File: src/rtl/hazard_ctrl_pkg.sv
// Shared encodings for the 3-stage core hazard controller: mux selects,
// writeback sources and FSM states.
package hazard_ctrl_pkg;

  localparam logic [1:0] REG1_MUX_REG = 2'd0;
  localparam logic [1:0] REG1_MUX_WB  = 2'd1;
  localparam logic [1:0] REG1_MUX_PC  = 2'd2;

  localparam logic [1:0] REG2_MUX_REG = 2'd0;
  localparam logic [1:0] REG2_MUX_WB  = 2'd1;
  localparam logic [1:0] REG2_MUX_IMM = 2'd2;

  localparam logic [1:0] PC_PLUS   = 2'd0;
  localparam logic [1:0] PC_JAL    = 2'd1;
  localparam logic [1:0] PC_BRANCH = 2'd2;

  localparam logic [1:0] WB_NONE = 2'd0;
  localparam logic [1:0] WB_ALU  = 2'd1;
  localparam logic [1:0] WB_MEM  = 2'd2;
  localparam logic [1:0] WB_PC   = 2'd3;

  typedef enum logic {
    RUN   = 1'b0,
    STALL = 1'b1
  } state_e;

endpackage

File: src/rtl/hazard_ctrl_if.sv
// EX-stage decode info into the hazard controller and the mux/stall
// controls back out to the datapath.
interface hazard_ctrl_if #(
  parameter int XREG_W = 5
);
  logic              ex_valid;
  logic [XREG_W-1:0] ex_rs1;
  logic [XREG_W-1:0] ex_rs2;
  logic              ex_use_rs1;
  logic              ex_use_rs2;
  logic              ex_op1_pc;
  logic              ex_op2_imm;
  logic [XREG_W-1:0] ex_rd;
  logic              ex_reg_we;
  logic              ex_is_load;
  logic              ex_is_jump;
  logic [1:0]        ex_wb_src;
  logic              ex_br_taken;
  logic              mem_busy;

  logic [1:0]        pc_sel;
  logic [1:0]        reg1_sel;
  logic [1:0]        reg2_sel;
  logic [1:0]        wb_sel;
  logic              pc_stall;
  logic              ex_kill;
  logic              wb_kill;

  modport master (
    output ex_valid, ex_rs1, ex_rs2, ex_use_rs1, ex_use_rs2, ex_op1_pc,
           ex_op2_imm, ex_rd, ex_reg_we, ex_is_load, ex_is_jump, ex_wb_src,
           ex_br_taken, mem_busy,
    input  pc_sel, reg1_sel, reg2_sel, wb_sel, pc_stall, ex_kill, wb_kill
  );

  modport slave (
    input  ex_valid, ex_rs1, ex_rs2, ex_use_rs1, ex_use_rs2, ex_op1_pc,
           ex_op2_imm, ex_rd, ex_reg_we, ex_is_load, ex_is_jump, ex_wb_src,
           ex_br_taken, mem_busy,
    output pc_sel, reg1_sel, reg2_sel, wb_sel, pc_stall, ex_kill, wb_kill
  );

endinterface

File: src/rtl/hazard_cmp.sv
// Does the instruction in WB write the given source register? x0 never matches.
module hazard_cmp #(
  parameter int XREG_W = 5
) (
  input  logic              wb_valid_i,
  input  logic              wb_we_i,
  input  logic [XREG_W-1:0] wb_rd_i,
  input  logic [XREG_W-1:0] rs_i,
  output logic              hit_o
);

  assign hit_o = wb_valid_i && wb_we_i && (wb_rd_i != '0) && (wb_rd_i == rs_i);

endmodule

File: src/rtl/hazard_ctrl.sv
// Hazard controller: forwarding from WB, one-bubble load-use stall,
// branch/jump fetch kill and a global freeze while memory is busy.
module hazard_ctrl
  import hazard_ctrl_pkg::*;
#(
  parameter int XREG_W = 5
) (
  input logic          clk,
  input logic          rst,
  hazard_ctrl_if.slave bus
);

  state_e            state_q;
  logic              wb_valid_q;
  logic [XREG_W-1:0] wb_rd_q;
  logic              wb_we_q;
  logic              wb_load_q;
  logic [1:0]        wb_src_q;
  logic              init_q;

  logic hz_rs1;
  logic hz_rs2;
  logic lu;

  hazard_cmp #(.XREG_W(XREG_W)) u_cmp_rs1 (
    .wb_valid_i (wb_valid_q),
    .wb_we_i    (wb_we_q),
    .wb_rd_i    (wb_rd_q),
    .rs_i       (bus.ex_rs1),
    .hit_o      (hz_rs1)
  );

  hazard_cmp #(.XREG_W(XREG_W)) u_cmp_rs2 (
    .wb_valid_i (wb_valid_q),
    .wb_we_i    (wb_we_q),
    .wb_rd_i    (wb_rd_q),
    .rs_i       (bus.ex_rs2),
    .hit_o      (hz_rs2)
  );

  // Load data is never forwarded into EX; a dependent instruction waits a cycle instead.
  assign lu = (state_q == RUN) && bus.ex_valid && wb_load_q &&
              ((bus.ex_use_rs1 && hz_rs1) || (bus.ex_use_rs2 && hz_rs2));

  always_comb begin
    bus.pc_sel   = PC_PLUS;
    bus.reg1_sel = REG1_MUX_REG;
    bus.reg2_sel = REG2_MUX_REG;
    bus.wb_sel   = wb_valid_q ? wb_src_q : WB_NONE;
    bus.pc_stall = 1'b0;
    bus.ex_kill  = init_q;
    bus.wb_kill  = 1'b0;
    if (rst) begin
      bus.wb_sel  = WB_NONE;
      bus.ex_kill = 1'b1;
    end else begin
      if (state_q == RUN) begin
        if (bus.ex_op1_pc)
          bus.reg1_sel = REG1_MUX_PC;
        else if (bus.ex_use_rs1 && hz_rs1 && !wb_load_q)
          bus.reg1_sel = REG1_MUX_WB;

        if (bus.ex_op2_imm)
          bus.reg2_sel = REG2_MUX_IMM;
        else if (bus.ex_use_rs2 && hz_rs2 && !wb_load_q)
          bus.reg2_sel = REG2_MUX_WB;

        if (lu) begin
          bus.pc_stall = 1'b1;
          bus.wb_kill  = 1'b1;
        end else if (bus.ex_valid && bus.ex_is_jump) begin
          bus.pc_sel  = PC_JAL;
          bus.ex_kill = 1'b1;
        end else if (bus.ex_valid && bus.ex_br_taken) begin
          bus.pc_sel  = PC_BRANCH;
          bus.ex_kill = 1'b1;
        end
      end
      // A busy memory freezes everything, so nothing may be killed this cycle.
      if (bus.mem_busy) begin
        bus.pc_stall = 1'b1;
        bus.ex_kill  = 1'b0;
        bus.wb_kill  = 1'b0;
      end
    end
  end

  always_ff @(posedge clk) begin
    if (rst) begin
      state_q    <= RUN;
      wb_valid_q <= 1'b0;
      wb_rd_q    <= '0;
      wb_we_q    <= 1'b0;
      wb_load_q  <= 1'b0;
      wb_src_q   <= WB_NONE;
      init_q     <= 1'b1;
    end else if (!bus.mem_busy) begin
      case (state_q)
        RUN:     if (lu) state_q <= STALL;
        STALL:   state_q <= RUN;
        default: state_q <= RUN;
      endcase
      wb_valid_q <= bus.ex_valid && !lu;
      wb_rd_q    <= bus.ex_rd;
      wb_we_q    <= bus.ex_reg_we;
      wb_load_q  <= bus.ex_is_load;
      wb_src_q   <= bus.ex_wb_src;
      init_q     <= 1'b0;
    end
  end

endmodule

File: src/flat_wrapper.sv
// flat-port wrapper written by rule: the top's interface ports become plain ports
module hazard_ctrl_flat import hazard_ctrl_pkg::*;
#(
  parameter int XREG_W = 5
)
  (clk, rst, bus_ex_valid, bus_ex_rs1, bus_ex_rs2, bus_ex_use_rs1, bus_ex_use_rs2, bus_ex_op1_pc, bus_ex_op2_imm, bus_ex_rd, bus_ex_reg_we, bus_ex_is_load, bus_ex_is_jump, bus_ex_wb_src, bus_ex_br_taken, bus_mem_busy, bus_pc_sel, bus_reg1_sel, bus_reg2_sel, bus_wb_sel, bus_pc_stall, bus_ex_kill, bus_wb_kill);
  hazard_ctrl_if #(.XREG_W(XREG_W)) bus_i ();
  input logic clk;
  input logic rst;
  input wire logic [$bits(bus_i.ex_valid)-1:0] bus_ex_valid;
  input wire logic [$bits(bus_i.ex_rs1)-1:0] bus_ex_rs1;
  input wire logic [$bits(bus_i.ex_rs2)-1:0] bus_ex_rs2;
  input wire logic [$bits(bus_i.ex_use_rs1)-1:0] bus_ex_use_rs1;
  input wire logic [$bits(bus_i.ex_use_rs2)-1:0] bus_ex_use_rs2;
  input wire logic [$bits(bus_i.ex_op1_pc)-1:0] bus_ex_op1_pc;
  input wire logic [$bits(bus_i.ex_op2_imm)-1:0] bus_ex_op2_imm;
  input wire logic [$bits(bus_i.ex_rd)-1:0] bus_ex_rd;
  input wire logic [$bits(bus_i.ex_reg_we)-1:0] bus_ex_reg_we;
  input wire logic [$bits(bus_i.ex_is_load)-1:0] bus_ex_is_load;
  input wire logic [$bits(bus_i.ex_is_jump)-1:0] bus_ex_is_jump;
  input wire logic [$bits(bus_i.ex_wb_src)-1:0] bus_ex_wb_src;
  input wire logic [$bits(bus_i.ex_br_taken)-1:0] bus_ex_br_taken;
  input wire logic [$bits(bus_i.mem_busy)-1:0] bus_mem_busy;
  output wire logic [$bits(bus_i.pc_sel)-1:0] bus_pc_sel;
  output wire logic [$bits(bus_i.reg1_sel)-1:0] bus_reg1_sel;
  output wire logic [$bits(bus_i.reg2_sel)-1:0] bus_reg2_sel;
  output wire logic [$bits(bus_i.wb_sel)-1:0] bus_wb_sel;
  output wire logic [$bits(bus_i.pc_stall)-1:0] bus_pc_stall;
  output wire logic [$bits(bus_i.ex_kill)-1:0] bus_ex_kill;
  output wire logic [$bits(bus_i.wb_kill)-1:0] bus_wb_kill;
  assign bus_i.ex_valid = bus_ex_valid;
  assign bus_i.ex_rs1 = bus_ex_rs1;
  assign bus_i.ex_rs2 = bus_ex_rs2;
  assign bus_i.ex_use_rs1 = bus_ex_use_rs1;
  assign bus_i.ex_use_rs2 = bus_ex_use_rs2;
  assign bus_i.ex_op1_pc = bus_ex_op1_pc;
  assign bus_i.ex_op2_imm = bus_ex_op2_imm;
  assign bus_i.ex_rd = bus_ex_rd;
  assign bus_i.ex_reg_we = bus_ex_reg_we;
  assign bus_i.ex_is_load = bus_ex_is_load;
  assign bus_i.ex_is_jump = bus_ex_is_jump;
  assign bus_i.ex_wb_src = bus_ex_wb_src;
  assign bus_i.ex_br_taken = bus_ex_br_taken;
  assign bus_i.mem_busy = bus_mem_busy;
  assign bus_pc_sel = bus_i.pc_sel;
  assign bus_reg1_sel = bus_i.reg1_sel;
  assign bus_reg2_sel = bus_i.reg2_sel;
  assign bus_wb_sel = bus_i.wb_sel;
  assign bus_pc_stall = bus_i.pc_stall;
  assign bus_ex_kill = bus_i.ex_kill;
  assign bus_wb_kill = bus_i.wb_kill;
  hazard_ctrl #(.XREG_W(XREG_W)) u_core (.clk(clk), .rst(rst), .bus(bus_i));
endmodule
File: config.mk
export PLATFORM = sky130hd
export DESIGN_NAME = hazard_ctrl_flat
export DESIGN_NICKNAME = d
export VERILOG_FILES = /design/src/rtl/hazard_ctrl_pkg.sv /design/src/rtl/hazard_ctrl_if.sv /design/src/rtl/hazard_cmp.sv /design/src/rtl/hazard_ctrl.sv /design/src/flat_wrapper.sv
export SDC_FILE = /design/constraint.sdc
export NUM_CORES = 1
export LEC_CHECK = 0
export CAP_MARGIN = 40
export CORE_ASPECT_RATIO = 1.2
export CORE_UTILIZATION = 38
export CTS_CLUSTER_DIAMETER = 200
export DETAILED_ROUTE_END_ITERATION = 6
export GPL_TIMING_DRIVEN = 1
export PLACE_DENSITY = 0.78
export SLEW_MARGIN = 5
export SYNTH_ARGS = -nofsm -noshare
export SYNTH_HDL_FRONTEND = slang
export SYNTH_HIERARCHICAL = 1
export SYNTH_SLANG_ARGS = --single-unit
File: constraint.sdc
create_clock -name clk -period 2.4 [get_ports clk]
set_input_delay 0.6 -clock clk [delete_from_list [all_inputs] [get_ports clk]]
set_output_delay 0.6 -clock clk [all_outputs]
set_load 0.05 [all_outputs]
==> results.txt, run 1 <==
* Net total in the final layout: 169
- Number of synthesis warnings: 6
- The number of antenna violations at the first check in global routing came to 0.
- Synth Instances: 87
- The repair_antennas step left the layout with diodes totalling 0.
- Of all nets on the critical path, the largest fanout is 2.
- Area of the multi-input gates: 666 sq um
- Summed over all layers, the routed wires come to 2790 um.
* Worst slew margin relative to its limit: 79.0%
- After synthesis, the netlist uses 28 different library cells.
- Summed over all nets, the half-perimeter wirelength after detailed placement is 1580 um.
- Across all setup checks in the final design, the least slack found is -0.333 ns.
- Power Total: 0.607 mW
* First-pass GRT wire length: 3590 um
- Shortest period the worst path allows: 2.73 ns
- The clock arrives with 0.00118 ns of skew.
- After synthesis, the largest family of logic cells by area is simple AND/OR/NAND/NOR gates.
- Leading post-synthesis cells by cell area: sky130_fd_sc_hd__dfxtp_1 (32%), sky130_fd_sc_hd__mux2i_1 (12%), sky130_fd_sc_hd__xnor2_1 (9.3%)
* Number of nets with antenna violations after detailed routing: 0
- Derived from the worst setup path, the maximum achievable clock frequency is 0.366 GHz.
* Setup-failing EPs final: 7
* Simple-gate portion of the synthesized area: 27.6%
* Setup total negative slack: -1.83 ns
- Relative to the synthesized area, the layout overhead comes to 112%.
- After detailed routing, the number of vias per cell comes to 5.43.
* Synthesized netlist net count: 116
- CTS Hold Bufs: 0
* Drt drc: 0
- Number of I/O pins: 40
- CP Capture Type: output port
* Flip-flop and latch count after synthesis: 12
* Leak Pwr: 0.655 nW
* Total power per unit cell area: 382 nW/um^2
- The first detailed-routing pass ran for 4 iterations.
- The share of the Yosys chip area taken by registers is 31.9%.
- Final hold analysis gives a worst-case slack of 0.477 ns.
- For the pin with the worst max-slew slack, the measured transition is 0.315 ns.
- Layout cells sized above 1: 45.3%
* Standard cell area after detailed placement: 1350 sq um
* Routability-driven placement congestion ratio: 0.884
- The initial utilization of the core area, before any placement, comes to 40.6%.
- IO Port Bufs: 39
- The count of endpoints failing hold in the final timing report is 0.
- Clock latency at the later pin of the worst-skew pair: 0.28 ns
* Clock transition at the registers of the reported paths: 0.09 ns
- The die covers 2160 sq um.
- The synthesized netlist devotes 9.32% of its cell area to XOR and XNOR gates.
- Maximum level of the CTS H-tree: 1
* Number of buffers inserted during clock tree synthesis: 3
- Setup repair after global routing could not meet its margin everywhere.
- Max-slew violations: 0
* Mux share of post-synthesis cell area: 12.0%
* Overall track demand over capacity in global routing: 21.7%
* Core ar.: 1850 sq um
- Cell type contributing the most total cell area after synthesis: sky130_fd_sc_hd__dfxtp_1
* Required time reported for the critical path endpoint: 1.80 ns
- Share of the synthesized area in compound gates (AO/OA/AOI/OAI): 13.3%
- Classification of the worst-slack hold path: flip-flop to flip-flop
- The detailed router finished its first iteration with 31 violations.
- The longest clock path from root to sink contains 2 buffers.
* Post-synthesis adder-cell area fraction: 0%
- The layout has 90 filler cells.
* Number of cell rows: 17
- Post-layout instance area: 1590 sq um
* Run status: finished with violations
* Category of the worst setup path launch point: primary input
- Total number of vias: 858
- Class of the most critical setup path: primary input to output port
- Die W: 42.6 um
* Fin crit share: 114%
- Combined flip-flop and latch cell area: 255 sq um
- In the final routed layout, each cell accounts on average for 17.7 um.
- Cell chosen for the clock root: sky130_fd_sc_hd__clkbuf_4
* Total gr overflow: 0
- Entering global routing, the biggest net connects 18 pins.
- Failing checks: negative setup slack
- Mapped Area: 752 sq um
- Mean instance size in the synthesized netlist: 8.64 sq um
- Counting tap cells, the placed design contains a total of 149 instances.
- The number of global-route vias before repair is 843.
- Share of the synthesized area in the top cell type: 31.9%
- The clock drives 12 sinks.
- For the worst setup path, the data arrival time is 2.13 ns.
* Number of max-cap violations: 0
* Clock tree from TritonCTS: built
- Highest ir drop seen on vdd: 0.407 mV
* Die Y-Extent: 50.7 um
* Post-layout instance count excluding filler cells: 158
report_power, final:
group / total [mW] / internal (mW) / switching (mW)
Combinational: 0.208 / 0.117 / 0.0914
Clock: 0.174 / 0.0924 / 0.0819
Sequential: 0.225 / 0.209 / 0.0162
state kept, by name (all words and copies together) (netlist names):
signal	cells
u_core/wb_we_q	1
u_core/wb_rd_q	5
u_core/init_q	1
u_core/wb_load_q	1
u_core/state_q	1
u_core/wb_valid_q	1
u_core/wb_src_q	2
cell usage in the layout, fill, tap and decap left out, drive strengths merged:
| cell | count |
|---|---|
| buf | 26 |
| o41ai | 1 |
| nand3 | 3 |
| nand2 | 5 |
| dlygate4sd2 | 2 |
| and3b | 2 |
| nand4b | 1 |
| o21ai | 2 |
| dfxtp | 12 |
| o22ai | 1 |
| nor3 | 1 |
| a22o | 1 |
| and2 | 2 |
| a31o | 1 |
| and3 | 2 |
| a21o | 1 |
| a21oi | 1 |
| clkdlybuf4s50 | 18 |
| nor3b | 2 |
| clkdlybuf4s15 | 3 |
| a41oi | 1 |
| nor4 | 4 |
| o2111ai | 2 |
| nor2 | 15 |
| clkbuf | 8 |
| or2 | 1 |
| xnor2 | 8 |
| mux2i | 9 |
| inv | 4 |
area by class of cell:
cell class / instances / area share (%)
flip-flops and latches: 12 / 16.0
repair buffers: 53 / 37.4
inverters: 4 / 0.943
well taps: 19 / 1.49
multi-input cells: 66 / 41.8
clock buffers: 4 / 2.28
metal layers:
metal / track usage (%) / routed length [um]
met3: 3.96 / 99
met2: 40.3 / 1590
met1: 24.7 / 1040
met4: 6.77 / 58
met5: 0 / 0
what timing repair did:
item | CTS | global route
resized for setup | 38 | 26
gates cloned | 0 | 0
setup endpoints to repair | 7 | 7
setup buffers | 5 | 2
pin swaps | 16 | 19
worst max-delay path, stage by stage:
cell                              delay (ns)
sky130_fd_sc_hd__clkdlybuf4s15_1        0.18
sky130_fd_sc_hd__xnor2_1                0.20
sky130_fd_sc_hd__nand3_1                0.11
sky130_fd_sc_hd__nor3b_2                0.25
sky130_fd_sc_hd__a22o_1                 0.22
sky130_fd_sc_hd__buf_4                  0.12
sky130_fd_sc_hd__a41oi_2                0.12
sky130_fd_sc_hd__nor2_2                 0.18
sky130_fd_sc_hd__buf_12                 0.15
synthesized netlist by cell type:
| master | count |
|---|---|
| sky130_fd_sc_hd__a21o_1 | 1 |
| sky130_fd_sc_hd__a21oi_1 | 1 |
| sky130_fd_sc_hd__a22o_1 | 1 |
| sky130_fd_sc_hd__a31o_1 | 1 |
| sky130_fd_sc_hd__a41oi_1 | 1 |
| sky130_fd_sc_hd__and2_1 | 2 |
| sky130_fd_sc_hd__and3_1 | 1 |
| sky130_fd_sc_hd__and3_4 | 1 |
| sky130_fd_sc_hd__and3b_1 | 2 |
| sky130_fd_sc_hd__buf_2 | 2 |
| sky130_fd_sc_hd__buf_6 | 1 |
| sky130_fd_sc_hd__clkbuf_1 | 2 |
| sky130_fd_sc_hd__dfxtp_1 | 12 |
| sky130_fd_sc_hd__inv_1 | 4 |
| sky130_fd_sc_hd__mux2i_1 | 9 |
| sky130_fd_sc_hd__nand2_1 | 5 |
| sky130_fd_sc_hd__nand3_1 | 3 |
| sky130_fd_sc_hd__nand4b_1 | 1 |
| sky130_fd_sc_hd__nor2_1 | 15 |
| sky130_fd_sc_hd__nor3_1 | 1 |
| sky130_fd_sc_hd__nor3b_2 | 2 |
| sky130_fd_sc_hd__nor4_1 | 4 |
| sky130_fd_sc_hd__o2111ai_1 | 2 |
| sky130_fd_sc_hd__o21ai_0 | 2 |
| sky130_fd_sc_hd__o22ai_1 | 1 |
| sky130_fd_sc_hd__o41ai_4 | 1 |
| sky130_fd_sc_hd__or2_1 | 1 |
| sky130_fd_sc_hd__xnor2_1 | 8 |
per-stage QoR:
| step | setup WS (ns) | util (%) |
|---|---|---|
| after floorplan | -0.170 | - |
| after global placement | -0.554 | 73.2 |
| after detailed placement | -0.588 | 73.2 |
| after CTS | -0.380 | 80.7 |
| after global routing | -0.406 | 86.0 |
| final | -0.333 | 86.0 |
cells by family (layout without fill, tap and decap cells):
group | Yosys count | count (layout)
AOI/OAI and AO/OA | 11 | 11
xor gates and xnor gates | 8 | 8
buffers and inverters | 9 | 61
DFF | 12 | 12
muxes | 9 | 9
and+or+nand+nor | 38 | 38
worst paths after layout:
check                           slack, ns              to               from  depth (start not counted)
worst min-delay path                 0.48   u_core/init_q      u_core/init_q                          1
worst max-delay path                -0.33    bus_pc_stall      bus_ex_rs2[3]                          9
worst min register to register       0.48   u_core/init_q      u_core/init_q                          1
worst max register to register       0.57  u_core/state_q  u_core/wb_rd_q[3]                          8
No activity file was read; power rests on OpenSTA's default activity.
==> run 2: changes to the inputs <==
--- a/config.mk
+++ b/config.mk
@@ -7,8 +7,10 @@
 export LEC_CHECK = 0
 export CAP_MARGIN = 40
 export CORE_ASPECT_RATIO = 1.2
+export CORE_MARGIN = 4
 export CORE_UTILIZATION = 38
 export CTS_CLUSTER_DIAMETER = 200
+export CTS_CLUSTER_SIZE = 40
 export DETAILED_ROUTE_END_ITERATION = 6
 export GPL_TIMING_DRIVEN = 1
 export PLACE_DENSITY = 0.78
==> run 2 against run 1 <==
The flow still finishes with violations (negative setup slack). Power is 8.8% lower. Worst hold slack improved by 0.022 ns. Clock power shrank 28%. Critical path type unchanged. Largest power group unchanged. Sequential power barely moved. Critical endpoint is now bus_wb_kill. Register-to-register slack gained 0.04 ns. Routed wire length decreased by 0.18%. Critical path depth is the same.
==> results.txt, run 2 (synthesis results as in run 1) <==
- The startpoint identified for the worst register-to-register timing path is u_core/wb_rd_q[2].
- IR analysis of the VDD net gives a maximum drop of 0.320 mV.
* Cell chosen for the clock root: sky130_fd_sc_hd__clkbuf_4
* Shortest period the worst path allows: 2.73 ns
- Most common cell after layout, fill and taps aside: sky130_fd_sc_hd__clkdlybuf4s50_1
- Top Family by Delay on Critical Path: simple AND/OR/NAND/NOR gates
* Delay of the slowest cell on the worst path: 0.23 ns
- Filler cell count: 94
- Setup total negative slack: -1.51 ns
* Clock tree from TritonCTS: built
- Fraction of power consumed by the clock network: 22.6%
- In the layout the commonest cells are sky130_fd_sc_hd__clkdlybuf4s50_1 (18), sky130_fd_sc_hd__nor2_1 (12), sky130_fd_sc_hd__buf_4 (10).
* Overall track demand over capacity in global routing: 18.6%
- Worst-Margin Slew: 0.334 ns
- Fin crit share: 114%
- Classification of the worst-slack hold path: flip-flop to flip-flop
* Via-to-Cell Ratio: 5.48
- Relative to the synthesized area, the layout overhead comes to 109%.
- Area of the multi-input gates: 644 sq um
- Number of buffers inserted during clock tree synthesis: 3
- For this design the top-level I/O count stands at 40.
- Largest registers: u_core/wb_rd_q (5), u_core/wb_src_q (2)
- Of the total power, the share spent switching nets is 31.3%.
* Post-layout instance count excluding filler cells: 160
* Final number of hold-violating endpoints: 0
* Critical path data arrival time: 2.13 ns
* Required time reported for the critical path endpoint: 1.80 ns
- The internal portion of the total power is 0.380 mW.
- ANT cells: 0
- The die covers 2760 sq um.
- At the end of routability-driven placement, the weighted congestion stood at 0.738.
- After global routing the overflow that remains totals 0.
* Die W: 48.6 um
* Number of nets with antenna violations after detailed routing: 0
* Count of cells along the worst register-to-register path: 7
- Pre-CTS setup slack: -0.574 ns
- At the end of the flow the core is filled with cells to 84.8%.
- Once detailed placement completed, the half-perimeter wirelength came to 1710 um.
- The count of buffers added on input and output ports is 39.
- More flip-flops sit in one register than any other, and that register is u_core/wb_rd_q.
- In this run, flip-flops and latches consume 40.5% of the power.
- Number of iterations in the first detailed-routing pass: 4
- Setup-failing EPs final: 7
- The worst setup path is captured at an output port.
* Core ar.: 1850 sq um
* Maximum fanout along the worst path: 4
- Static timing analysis puts the maximum clock frequency at 0.366 GHz.
- The number of antenna violations at the first check in global routing came to 0.
- Layout cells sized above 1: 46.1%
- First-pass GRT wire length: 4060 um
- Entering global routing, the biggest net connects 18 pins.
* Net total in the final layout: 172
* CTS Hold Bufs: 0
- Initial detailed-routing violation count: 13
* WHS: 0.499 ns
- In the post-route analysis, the smallest setup slack over all paths is -0.330 ns.
- The setup check on the worst reg-to-reg path leaves a slack of 0.61 ns.
- Power spread over the standard cell area amounts to 353 nW/um^2.
* Worst path slowest cell: sky130_fd_sc_hd__and3_4
- After detailed routing, the average wire length per cell comes to 17.4 um.
- The number of global-route vias before repair was 923.
* Clock transition at the registers of the reported paths: 0.07 ns
- Setup repair after global routing could not meet its margin everywhere.
- Count of clock tree sinks: 12
- Crit Reg-Reg Endpoint: u_core/state_q
- Post-Place Cells: 149
- Critical path depth: 9
* Post-layout instance area: 1570 sq um
- Between clock sinks in the finished design, the worst skew comes to 0.000340 ns.
- Dominant cell type by count on the critical path: sky130_fd_sc_hd__and3_4
- Number of max-cap violations: 0
* Fraction of power consumed by combinational cells: 36.9%
* Power Total: 0.554 mW
- Once the floorplan was initialized, standard cells occupied 40.6% of the core.
- Together, buffers and inverters on the worst path number 3.
* Capturing instance or port of the critical path: bus_wb_kill
* Number of cell rows: 17
- For the worst-skew pair, the clock arrives at the later sink with an insertion delay of 0.27 ns.
- Run status: finished with violations
- The routed layout has 876 vias.
* Sw power: 0.174 mW
* Drt drc: 0
- No sink is reached through more buffers than the 2 on the longest clock path.
- In this run the number of H-tree levels came out at 1.
- Worst slew margin relative to its limit: 77.6%
- Traced cell by cell, the critical path runs through clkdlybuf4s15_1, xnor2_2, nand3_1, nor3b_2, a22o_1, and3_4, buf_6, and3_4, buf_12.
- The worst setup path is of the primary input to output port kind.
- Once placement finished, the instance area stood at 1350 sq um.
- Combined flip-flop and latch cell area: 255 sq um
- The routed design has 2790 um of wire.
- Failing checks: negative setup slack
* Die Y-Extent: 56.7 um
- Summed over all cells, the static leakage comes to 0.660 nW.
- Tracing the worst setup path back leads to its startpoint at bus_ex_rs2[1].
- Category of the worst setup path launch point: primary input
- Max-slew violations: 0
* Flip-flop count of the largest register, all copies and words added: 5
-- run 2: final cells by class --
type | instances | share of cell area [%]
inverter | 4 | 0.957
multi-input combinational | 66 | 41.1
clock buffer | 3 | 1.44
tap | 19 | 1.52
sequential | 12 | 16.3
timing repair buffer | 56 | 38.8
-- run 2: metal layers --
metal | share of wire [%] | global-route usage (%)
met1 | 35 | 18.8
met2 | 56 | 34.5
met3 | 5.5 | 4.24
met4 | 3.3 | 9.62
met5 | 0 | 0
-- run 2: worst min path at each step --
stage,from,endpoint,depth (start not counted)
2_1_floorplan,u_core/init_q,u_core/init_q,1
3_3_place_gp,u_core/init_q,u_core/init_q,1
3_5_place_dp,u_core/init_q,u_core/init_q,1
4_1_cts,u_core/init_q,u_core/init_q,1
5_1_grt,u_core/init_q,u_core/init_q,1
6_report,u_core/init_q,u_core/init_q,1
-- run 2: power by group through the flow --
stage | sequential (mW) | combinational (mW) | clock (mW)
6_report | 0.225 | 0.204 | 0.125
5_1_grt | 0.226 | 0.215 | 0.137
4_1_cts | 0.224 | 0.184 | 0.129
3_5_place_dp | 0.226 | 0.173 | 0
3_3_place_gp | 0.225 | 0.170 | 0
2_1_floorplan | 0.226 | 0.0804 | 0
-- run 2: repair_timing --
action / in CTS / in global routing
endpoints found under the setup margin: 7 / 7
gates resized for setup: 46 / 20
pin swaps: 19 / 12
setup buffers: 9 / 1
==> run 3: changes to the inputs <==
--- a/config.mk
+++ b/config.mk
@@ -14,7 +14,6 @@
 export DETAILED_ROUTE_END_ITERATION = 6
 export GPL_TIMING_DRIVEN = 1
 export PLACE_DENSITY = 0.78
-export SLEW_MARGIN = 5
 export SYNTH_ARGS = -nofsm -noshare
 export SYNTH_HDL_FRONTEND = slang
 export SYNTH_HIERARCHICAL = 1
==> results of run 3 <==
The final DEF is identical to that of run 2; final timing and power are the same.
